## config.mk

```make
export PLATFORM = sky130hd
export DESIGN_NAME = pipe_ctrl
export DESIGN_NICKNAME = d
export VERILOG_FILES = /design/src/rtl/pipe_ctrl.sv
export SDC_FILE = /design/constraint.sdc
export NUM_CORES = 1
export LEC_CHECK = 0
export ABC_AREA = 1
export BUFFER_PORTS_ARGS = -buffer_cell sky130_fd_sc_hd__buf_2
export CAP_MARGIN = 20
export CORE_AREA = 10 10 47 49
export CTS_CLUSTER_SIZE = 14
export DETAILED_ROUTE_END_ITERATION = 6
export DIE_AREA = 0 0 57 59
export PLACE_DENSITY_LB_ADDON = 0.12
export SYNTH_ARGS = -nofsm -noshare
export SYNTH_HDL_FRONTEND = slang
export SYNTH_SLANG_ARGS = --single-unit
```

## constraint.sdc

```tcl
create_clock -name clk -period 5.19 [get_ports clk]
set_clock_uncertainty 0.15 [all_clocks]
set_input_delay 1.2975 -clock clk [delete_from_list [all_inputs] [get_ports clk]]
set_output_delay 1.2975 -clock clk [all_outputs]
set_load 0.1 [all_outputs]
```

## src/rtl/pipe_ctrl.sv

```systemverilog
`default_nettype none
// ============================================================================
//  Module  : pipe_ctrl
//  Brief   : Pipeline sequencing controller for the five-stage MIPS core.
//            Drives enables and clears for the F/D, D/E, E/M and M/W pipeline
//            registers. Schedules stalls for data hazards, mult/div
//            occupancy and wait-stated peripheral reads. Issues flushes and
//            PC redirects for exceptions, interrupts and eret in M.
//  Revision: 1.0  initial release
// ============================================================================
module pipe_ctrl #(
   parameter int MULT_CYC = 5,
   parameter int DIV_CYC  = 10,
   parameter int DEV_WAIT = 2
) (
   input  logic       clk,
   input  logic       reset,      // asynchronous, active low
   input  logic       stall_hz,
   input  logic       md_use_D,
   input  logic       md_start,
   input  logic       md_div,
   input  logic       dev_rd_M,
   input  logic       exc_req,
   input  logic       eret_M,
   output logic       en_F,
   output logic       en_D,
   output logic       en_E,
   output logic       en_M,
   output logic       clr_D,
   output logic       clr_E,
   output logic       clr_M,
   output logic       clr_W,
   output logic [1:0] pc_sel,
   output logic       md_busy
);

   // The mult/div counter must hold the larger of the two latencies.
   localparam int c_MD_MAX = (DIV_CYC > MULT_CYC) ? DIV_CYC : MULT_CYC;
   localparam int c_MDW    = (c_MD_MAX > 0) ? $clog2(c_MD_MAX + 1) : 1;
   localparam int c_DVW    = (DEV_WAIT > 0) ? $clog2(DEV_WAIT + 1) : 1;

   localparam logic [c_MDW-1:0] c_MULT_N   = c_MDW'(MULT_CYC);
   localparam logic [c_MDW-1:0] c_DIV_N    = c_MDW'(DIV_CYC);
   localparam logic [c_DVW-1:0] c_DEV_WAIT = c_DVW'(DEV_WAIT);

   localparam logic [1:0] c_PC_SEQ  = 2'b00;
   localparam logic [1:0] c_PC_EXC  = 2'b01;
   localparam logic [1:0] c_PC_EPC  = 2'b10;

   logic [c_MDW-1:0] r_md_cnt;
   logic [c_DVW-1:0] r_dev_cnt;

   logic w_dev_wait;
   logic w_md_stall;

   assign md_busy    = (r_md_cnt != '0);
   // With DEV_WAIT = 0 the compare is never true, so peripheral reads see no wait.
   assign w_dev_wait = dev_rd_M && (r_dev_cnt < c_DEV_WAIT);
   assign w_md_stall = md_use_D && (md_busy || md_start);

   // Prioritised pipeline control: exception > eret > device wait > md stall > hazard.
   always_comb begin
      en_F   = 1'b1;
      en_D   = 1'b1;
      en_E   = 1'b1;
      en_M   = 1'b1;
      clr_D  = 1'b0;
      clr_E  = 1'b0;
      clr_M  = 1'b0;
      clr_W  = 1'b0;
      pc_sel = c_PC_SEQ;
      if (exc_req) begin
         // Faulting instruction is squashed too, so W is cleared as well.
         clr_D  = 1'b1;
         clr_E  = 1'b1;
         clr_M  = 1'b1;
         clr_W  = 1'b1;
         pc_sel = c_PC_EXC;
      end else if (eret_M) begin
         // eret itself retires, so W keeps it.
         clr_D  = 1'b1;
         clr_E  = 1'b1;
         clr_M  = 1'b1;
         pc_sel = c_PC_EPC;
      end else if (w_dev_wait) begin
         // Freeze the whole pipe and feed W a bubble while the bridge waits.
         en_F  = 1'b0;
         en_D  = 1'b0;
         en_E  = 1'b0;
         en_M  = 1'b0;
         clr_W = 1'b1;
      end else if (w_md_stall || stall_hz) begin
         // Hold F and D, inject a bubble into E.
         en_F  = 1'b0;
         en_D  = 1'b0;
         clr_E = 1'b1;
      end
   end

   // Peripheral-read wait counter: counts held cycles, returns to 0 when the load proceeds.
   always_ff @(posedge clk or negedge reset) begin
      if (!reset) begin
         r_dev_cnt <= '0;
      end else if (exc_req || eret_M) begin
         r_dev_cnt <= '0;
      end else if (w_dev_wait) begin
         r_dev_cnt <= r_dev_cnt + 1'b1;
      end else begin
         r_dev_cnt <= '0;
      end
   end

   // Mult/div occupancy counter: loads on start unless E is frozen, otherwise counts down.
   always_ff @(posedge clk or negedge reset) begin
      if (!reset) begin
         r_md_cnt <= '0;
      end else if (exc_req) begin
         r_md_cnt <= '0;
      end else if (md_start && !md_busy && !w_dev_wait) begin
         r_md_cnt <= md_div ? c_DIV_N : c_MULT_N;
      end else if (md_busy) begin
         r_md_cnt <= r_md_cnt - 1'b1;
      end
   end

endmodule
`default_nettype wire

```

Word level (Yosys, flattened, before mapping). Cells that the tools add are included.

Output and inout bits: 11. Bits in registers: 6.

Add/sub/neg operators: 2. Reduce and logical (&&, ||, !) cells: 11. $lt $le $gt $ge: 1. Mux-type cells: 24.

Operators by type and width (number): $mux 1 (16); $mux 4 (4); $mux 2 (4); $logic_and 1x1->1 (4); $reduce_bool 4->1 (1); $sub 4x1->4 const B (1); $logic_or 1x1->1 (3); $reduce_bool 3->1 (1); $add 2x1->2 const B (1); $logic_not 1->1 (2); $lt 2x2->1 const B (1).

Logic depth before layout (Yosys ltp). Gate-level depths: netlist of the first run.

Depth after elaboration: 8. Depth in mapped cells: 8. Gate-level depth less buffers: 8.

Worst setup path after synthesis of the first run. Ideal clock, no wire load.

Kind: input -> output. From: input port dev_rd_M. To: output port clr_W. Buffers on the path: 0. Path slack: 0.289 ns. Required time: 3.743 ns. Stages on the path: 2. Arrival: 3.453 ns. Cell sequence: nand2_4 -> o21ai_0.

Cells in the longest elaborated chain, start to end: 4.

RTL lines: from (decl) (RTL line 22) `input logic dev_rd_M,`; $logic_and 1x1->1 (RTL line 58) `assign w_dev_wait = dev_rd_M && (r_dev_cnt < c_DEV_WAIT);`; $mux 1 (RTL line 85) `end else if (w_dev_wait) begin`; $mux 1 (RTL line 79) `end else if (eret_M) begin`; $mux 1 (RTL line 72) `if (exc_req) begin`; to (decl) (RTL line 32) `output logic clr_W,`.

No other way between the ends.

Worst setup path after layout of the first run.
From: input port exc_req. To: output port en_E.

Cells in the longest elaborated chain, start to end: 1.

RTL lines: from (decl) (RTL line 23) `input logic exc_req,`; $mux 1 (RTL line 72); to (decl) (RTL line 27) `output logic en_E,`.

No other way between the ends.

==> run metrics, run 1 <==
status=finished, final reports clean; number of flops mapped to enable cells by yosys=0; Post-CTS Hold Buffers=0; CTS sink count=6; Die ar.=~0.0034 mm2; met2 Track Usage GR=9.92%; die outline height=around 59 um; Crit Path Category=input port to primary output; global routing usage on met3=under 10%; Mapped Cells=63; internal power=~0.13 mW; cts repair resizes=0; CTS Buf Count=3; post-synth top area share=roughly 33%; ant diodes=0; drt first pass iters=3; met1 GRT Util=between 6 and 7%; Worst path max stage delay=~330 ps; WL/cell=between 10 and 15 um; synth unique cells=18; CTS tree=yes; GR peak layer=met2; Crit path top cell by count=buf_2; final WL=1010 um; DRC errors left=0; Worst Setup End Kind=primary output; synth top area cells=dfrtp_1 33%, nand2_1 11%, inv_1 8.2%, buf_4 6.5%, nand3_1 5.4%; ys async rst share=100%; Vias/cell=about 4.4; CTS Buffer Depth=2; Setup Buffers After CTS=0; largest net degree at the start of global routing=7; Port Buffers=19; initial antenna violation count=0; FMAX=approximately 280 MHz; global-route wire length before repair=roughly 1800 um; count leader, synth=nand2_1; CP delay by family, top=buffers and inverters; Psw=about 0.17 mW; HPWL Detailed=887 um; Switching Share=a little under three fifths; PwrDens=between 500 and 600 mW/mm2; crit path buf inv count=2; Critical Path Fanout Max=5; final setup fails=0; register area share after synthesis=32.6%; Slew HR=between 60 and 70%; Row Count=14; Starting Density=roughly a third; fraction of layout cells with a size suffix above 1=between 30% and 40%; gr usage total=under 10%; hold depth=1; # nets final=93; GRT overflow=0; vias=approximately 430; RePlAce Congestion=0.668; io pins=20; H-tree depth=1; worst r2r path cells=7; dominant cell type by area after synthesis=dfrtp_1; Antenna Nets Post-Route=0; Stages on worst setup path=4; Post-synth top cells=13 x nand2_1, 10 x inv_1, 6 x dfrtp_1, 6 x nor2_1, 5 x nand3_1; FF+latch count, synth=6; worst-skew pair later-pin latency=between 200 and 250 ps; Worst Setup Start Kind=input port; Final period util=69.7%; clock-pin slew on the worst setup and hold paths=approximately 40 ps; final cell count without fillers=97; Worst EP arrival=approximately 2200 ps; Logic pwr share=between 60 and 70%; Area Growth Syn to Fin=23.4%; IR Drop Worst-Case VDD=between 0.15 and 0.2 mV; critical path's slowest cell=buf_2; synth warn=0; die width=between 50 and 60 um; Static Leakage=a little over 0.3 nW; Final Hold Viols=0; worst path cell trace=buf_2 -> nor2_1 -> nand3_1 -> buf_2; number of global-route vias before repair=436; Mapped Area=460 um2; final count of pins violating max slew=0; Slew @ Worst Pin=489 ps; Max Cap Viol=0; Iter 0 DRT Violations=3; placed cells=94; syn nets=73; unrepaired setup endpoints after global routing=no; Critical Path RT=roughly 3700 ps; sequential share of power=22.7%; Root Driver=clkbuf_4; setup TNS=0 ps; Clk pwr share=~14%; Primary FF master, synth=dfrtp_1; syn_area_per_cell=7.31 um2; Core Region=approximately 0.0014 mm2; Final Critical Period=3620 ps; HP Class=flip-flop to flip-flop
-- layout by cell type, fill, tap and decap left out --
master and instances:
dfrtp_1 6, buf_2 19, nand3_1 5, a21oi_1 2, nor2_1 6, xnor2_1 1
nand2_4 1, o21ai_1 1, ha_1 1, inv_1 10, o21ai_0 1, inv_2 2
a21oi_4 1, nand3_2 1, nand2_2 3, nand4_1 3, nor2_4 2, nand2_1 13
clkbuf_4 3
-- worst paths after layout --
check / from / to / slack [ps]
worst min-delay path: r_dev_cnt[0] / r_dev_cnt[0] / 270
worst max register to register: r_md_cnt[0] / r_md_cnt[1] / 3690
worst min register to register: r_dev_cnt[0] / r_dev_cnt[0] / 270
max in group asynchronous: reset / r_dev_cnt[1] / 4020
worst max-delay path: exc_req / en_E / 1570
min in group asynchronous: reset / r_md_cnt[2] / 730
-- registers in the layout, summed over array words and instances, names as in the netlist --
| name | count |
|---|---|
| r_dev_cnt | 2 |
| r_md_cnt | 4 |
-- cells by family after synthesis --
| kind of cell | share of synthesized area [%] |
|---|---|
| buffers and inverters | 16.3 |
| adders and majority gates | 2.72 |
| DFF | 32.6 |
| xor gates and xnor gates | 1.90 |
| and+or+nand+nor | 38.6 |
| AOI/OAI and AO/OA | 7.88 |
-- through the flow --
step | power [mW] | util (%) | instance area [um2] | setup slack (ps) | hold WS [ps]
2_1_floorplan | 0.232 | - | 460 | 289 | 253
3_3_place_gp | 0.261 | 38.9 | 546 | 1530 | 267
3_5_place_dp | 0.260 | 38.9 | 546 | 1550 | 267
4_1_cts | 0.304 | 40.5 | 568 | 1550 | 273
5_1_grt | 0.325 | 40.5 | 568 | 1480 | 286
6_report | 0.299 | 40.5 | 568 | 1570 | 268
-- worst reg2reg max path, cell delays in order (launching register included) --
cell     delay (ps)
dfrtp_1         380
inv_1           100
ha_1            250
nand3_2         150
nor2_4          150
nand2_1          70
nand3_1          80
nand2_1          50
-- power groups by stage --
stage	clock, mW	sequential, mW	combinational, mW
3_3_place_gp	0	0.0691	0.192
4_1_cts	0.0441	0.0681	0.192
5_1_grt	0.0477	0.0688	0.209
2_1_floorplan	0	0.0673	0.164
3_5_place_dp	0	0.0688	0.191
6_report	0.0413	0.0679	0.190
-- layout make-up --
| class | instances | area, um2 |
|---|---|---|
| tap | 16 | 20.0 |
| inverter | 12 | 45.0 |
| timing repair buffer | 19 | 95.1 |
| fill | 165 | 833 |
| multi-input combinational | 41 | 235 |
| sequential | 6 | 150 |
| clock buffer | 3 | 22.5 |
-- layer usage --
metal / up-vias / share of wire, %
met5: - / 0
met4: 0 / 1.1
met3: 2 / 11
met2: 13 / 43
met1: 183 / 44
li1: 227 / -
Note: power is estimated with default switching activity, not from simulation.
==> run 2: changes to the inputs <==
Settings changed: ABC_AREA 1 to 0.
Clock period 5.19 ns to 3.69 ns, I/O delays scaled along.
==> run 2 against run 1 <==
Against the previous run:
- final area decreased by 4.6%
- die area did not move
- critical path depth grew 1
- clock-buffer cell count unchanged
- sequential power is 53% higher
- via count is 16% lower
- sequential cell count stayed put
- power grew 37%
- first-iteration DRC count grew 67%
- global-route usage decreased by 0.67 points
==> run metrics, run 2 <==
Slew @ Worst Pin=493 ps (was 489 ps); register area share after synthesis=36.3% (was 32.6%); Post-CTS Hold Buffers=0 (unchanged); Vias/cell=4.58 (was 4.38); unrepaired setup endpoints after global routing=no (unchanged); Slew HR=67.4% (was 67.6%); setup TNS=0 ps (unchanged); Reg with most FFs=r_md_cnt (unchanged); io pins=20 (unchanged); CTS tree=yes (unchanged); largest family of logic cells by synthesized area=compound AO/OA/AOI/OAI gates (was simple AND/OR/NAND/NOR gates); Final Hold Viols=0 (unchanged); synth unique cells=25 (was 18); crit path buf inv count=2 (unchanged); critical path's slowest cell=or4b_1 (was buf_2); Root Driver=clkbuf_4 (unchanged); Iter 0 DRT Violations=5 (was 3); Core Region=0.00140 mm2 (unchanged); GR peak layer=met2 (unchanged); Critical Path Fanout Max=4 (was 5); syn nets=55 (was 73); global-route wire length before repair=1550 um (was 1770 um); worst path cell trace=buf_2 -> or4b_1 -> a21oi_1 -> a21o_2 -> buf_12 (was buf_2 -> nor2_1 -> nand3_1 -> buf_2); synth top area cells=dfrtp_1 36%, buf_4 7.3%, nor2_1 4.5%, o31a_1 4.2%, a21oi_1 3.6% (was dfrtp_1 33%, nand2_1 11%, inv_1 8.2%, buf_4 6.5%, nand3_1 5.4%); die outline height=59 um (unchanged); Max Cap Viol=0 (unchanged); Primary FF master, synth=dfrtp_1 (unchanged); FF+latch count, synth=6 (unchanged); Mapped Area=414 um2 (was 460 um2); number of global-route vias before repair=359 (was 436); PwrDens=758 mW/mm2 (was 527 mW/mm2); final core utilization=38.7% (was 40.5%); GRT overflow=0 (unchanged); biggest regs=r_md_cnt (4), r_dev_cnt (2) (unchanged); cts repair resizes=0 (unchanged); vias=357 (was 425); Post-Synth Adder-Cell Area=3.02% (was 2.72%); count leader, synth=dfrtp_1 (was nand2_1); H-tree depth=1 (unchanged); final count of pins violating max slew=0 (unchanged); leading cell type in the layout, fill and taps excluded=buf_2 (unchanged); Storage cell area=150 um2 (unchanged); post-synth top area share=36.3% (was 32.6%); Setup Buffers After CTS=0 (unchanged); Worst path max stage delay=470 ps (was 330 ps); final WL=975 um (was 1010 um); filler instances=149 (was 165); drt first pass iters=4 (was 3); Die ar.=0.00336 mm2 (unchanged); Worst Setup Start Kind=input port (unchanged); CTS Buffer Depth=2 (unchanged); synth warn=0 (unchanged); ys async rst share=100% (unchanged); Area Growth Syn to Fin=30.8% (was 23.4%); fraction of layout cells with a size suffix above 1=41.9% (was 39.5%); number of flops mapped to enable cells by yosys=0 (unchanged); IR Drop Worst-Case VDD=0.243 mV (was 0.184 mV); slack of the critical path=506 ps (was 1570 ps); compound-cell area share of the yosys netlist=25.4% (was 7.88%); worst slack, placed=489 ps (was 1550 ps); Mapped Cells=45 (was 63); CTS Buf Count=3 (unchanged); gr usage total=5.78% (was 6.44%); Worst EP arrival=2110 ps (was 2170 ps); HPWL Detailed=839 um (was 887 um); met1 GRT Util=6.39% (was 6.67%); Post-synth top cells=6 x dfrtp_1, 5 x nor2_1, 4 x buf_4, 4 x inv_1 (was 13 x nand2_1, 10 x inv_1, 6 x dfrtp_1, 6 x nor2_1, 5 x nand3_1); FMAX=~310 MHz; Antenna Nets Post-Route=0 (unchanged); CTS sink count=6 (unchanged); Row Count=14 (unchanged); Critical Path RT=2620 ps (was 3740 ps); worst-skew pair later-pin latency=240 ps (about the same); largest net degree at the start of global routing=9 (was 7); dominant cell type by area after synthesis=dfrtp_1 (unchanged); max reg flops=4 (unchanged); RePlAce Congestion=0.668 (unchanged); status=finished, final reports clean (unchanged); CP delay by family, top=simple AND/OR/NAND/NOR gates (was buffers and inverters); multiplexer area fraction after synthesis=0% (unchanged); # nets final=74 (was 93); clock-pin slew on the worst setup and hold paths=40 ps (about the same); Starting Density=29.6% (was 32.9%); Worst Setup End Kind=primary output (unchanged); syn_area_per_cell=9.20 um2 (was 7.31 um2); initial antenna violation count=0 (unchanged); met2 Track Usage GR=8.37% (was 9.92%); Final Critical Period=around 3200 ps; DRC errors left=0 (unchanged); die width=57 um (unchanged); Synth Area in XOR/XNOR=2.11% (was 1.90%); WL/cell=12.5 um (was 10.4 um); Final period util=roughly 86%; Static Leakage=0.268 nW (was 0.302 nW); Multi-input gate area=209 um2 (was 235 um2); simple-gate portion of the synthesized area=19.6% (was 38.6%); final setup fails=0 (unchanged); most frequent cells in the layout=17 x buf_2, 6 x dfrtp_1, 5 x nor2_1, 4 x inv_1 (was 19 x buf_2, 13 x nand2_1, 10 x inv_1, 6 x nor2_1, 6 x dfrtp_1); HP Class=flip-flop to flip-flop (unchanged); global routing usage on met3=2.36% (was 3.00%); Port Buffers=19 (unchanged); Crit Path Category=input port to primary output (unchanged); hold slack=267 ps (was 268 ps); ant diodes=0 (unchanged)
==> run 2: cell types whose count changed in the layout (fill, tap and decap cells not counted), moves of 2 or more <==
cell     previous run  this run
nand2_2             3         0
inv_1              10         4
buf_2              19        17
nand4_1             3         0
inv_2               2         0
nand3_1             5         0
nand2_1            13         1
nor2_4              2         0
buf_12              0         2
o31a_1              0         2
==> run 2: layout make-up <==
cell class	instances	share of cell area [%]
multi-input combinational	30	38.6
sequential	6	27.7
timing repair buffer	19	23.1
clock buffer	3	4.16
tap	16	3.70
inverter	4	2.77
==> run 2: power breakdown <==
group          switching, mW  internal, mW
clock                 0.0210        0.0366
sequential            0.0202        0.0834
combinational          0.174        0.0749
total                  0.216         0.195
==> run 2: worst paths after layout <==
kind / start / endpoint / slack, ps / cells past startpoint
setup / recovery: md_start / en_F / 510 / 5
hold / removal: r_dev_cnt[0] / r_dev_cnt[0] / 270 / 1
setup reg to reg: r_md_cnt[0] / r_md_cnt[0] / 1900 / 4
hold reg to reg: r_dev_cnt[0] / r_dev_cnt[0] / 270 / 1
max in group asynchronous: reset / r_md_cnt[0] / 2910 / 1
min in group asynchronous: reset / r_md_cnt[1] / 340 / 1
==> run 2: kinds of logic (layout without fill, tap and decap cells) <==
kind of cell	Yosys count	in the layout
compound gates	14	14
xor+xnor	1	1
fa+ha+maj	1	1
buf+inv	9	26
flops	6	6
simple gates	14	14
==> run 2: layer usage <==
layer / vias up / wire length [um] / part of all wire, %
li1: 188 / - / -
met1: 161 / 423 / 43
met2: 8 / 483 / 50
met3: 0 / 68 / 7.0
met4: 0 / 0 / 0
met5: - / 0 / 0
==> run 2: worst register-to-register path, delay by kind of cell, from the launching register on <==
kind	cells	cell delay, ps
flops	1	400
buf+inv	1	90
fa+ha+maj	1	230
simple gates	1	470
compound gates	1	330
==> run 2: per-stage QoR <==
step / area (um2) / instances / total power, mW
floorplan: 415 / 45 / 0.327
global placement: 519 / 75 / 0.358
detailed placement: 519 / 75 / 0.355
CTS: 542 / 78 / 0.417
global route: 542 / 78 / 0.442
finish: 542 / 78 / 0.410
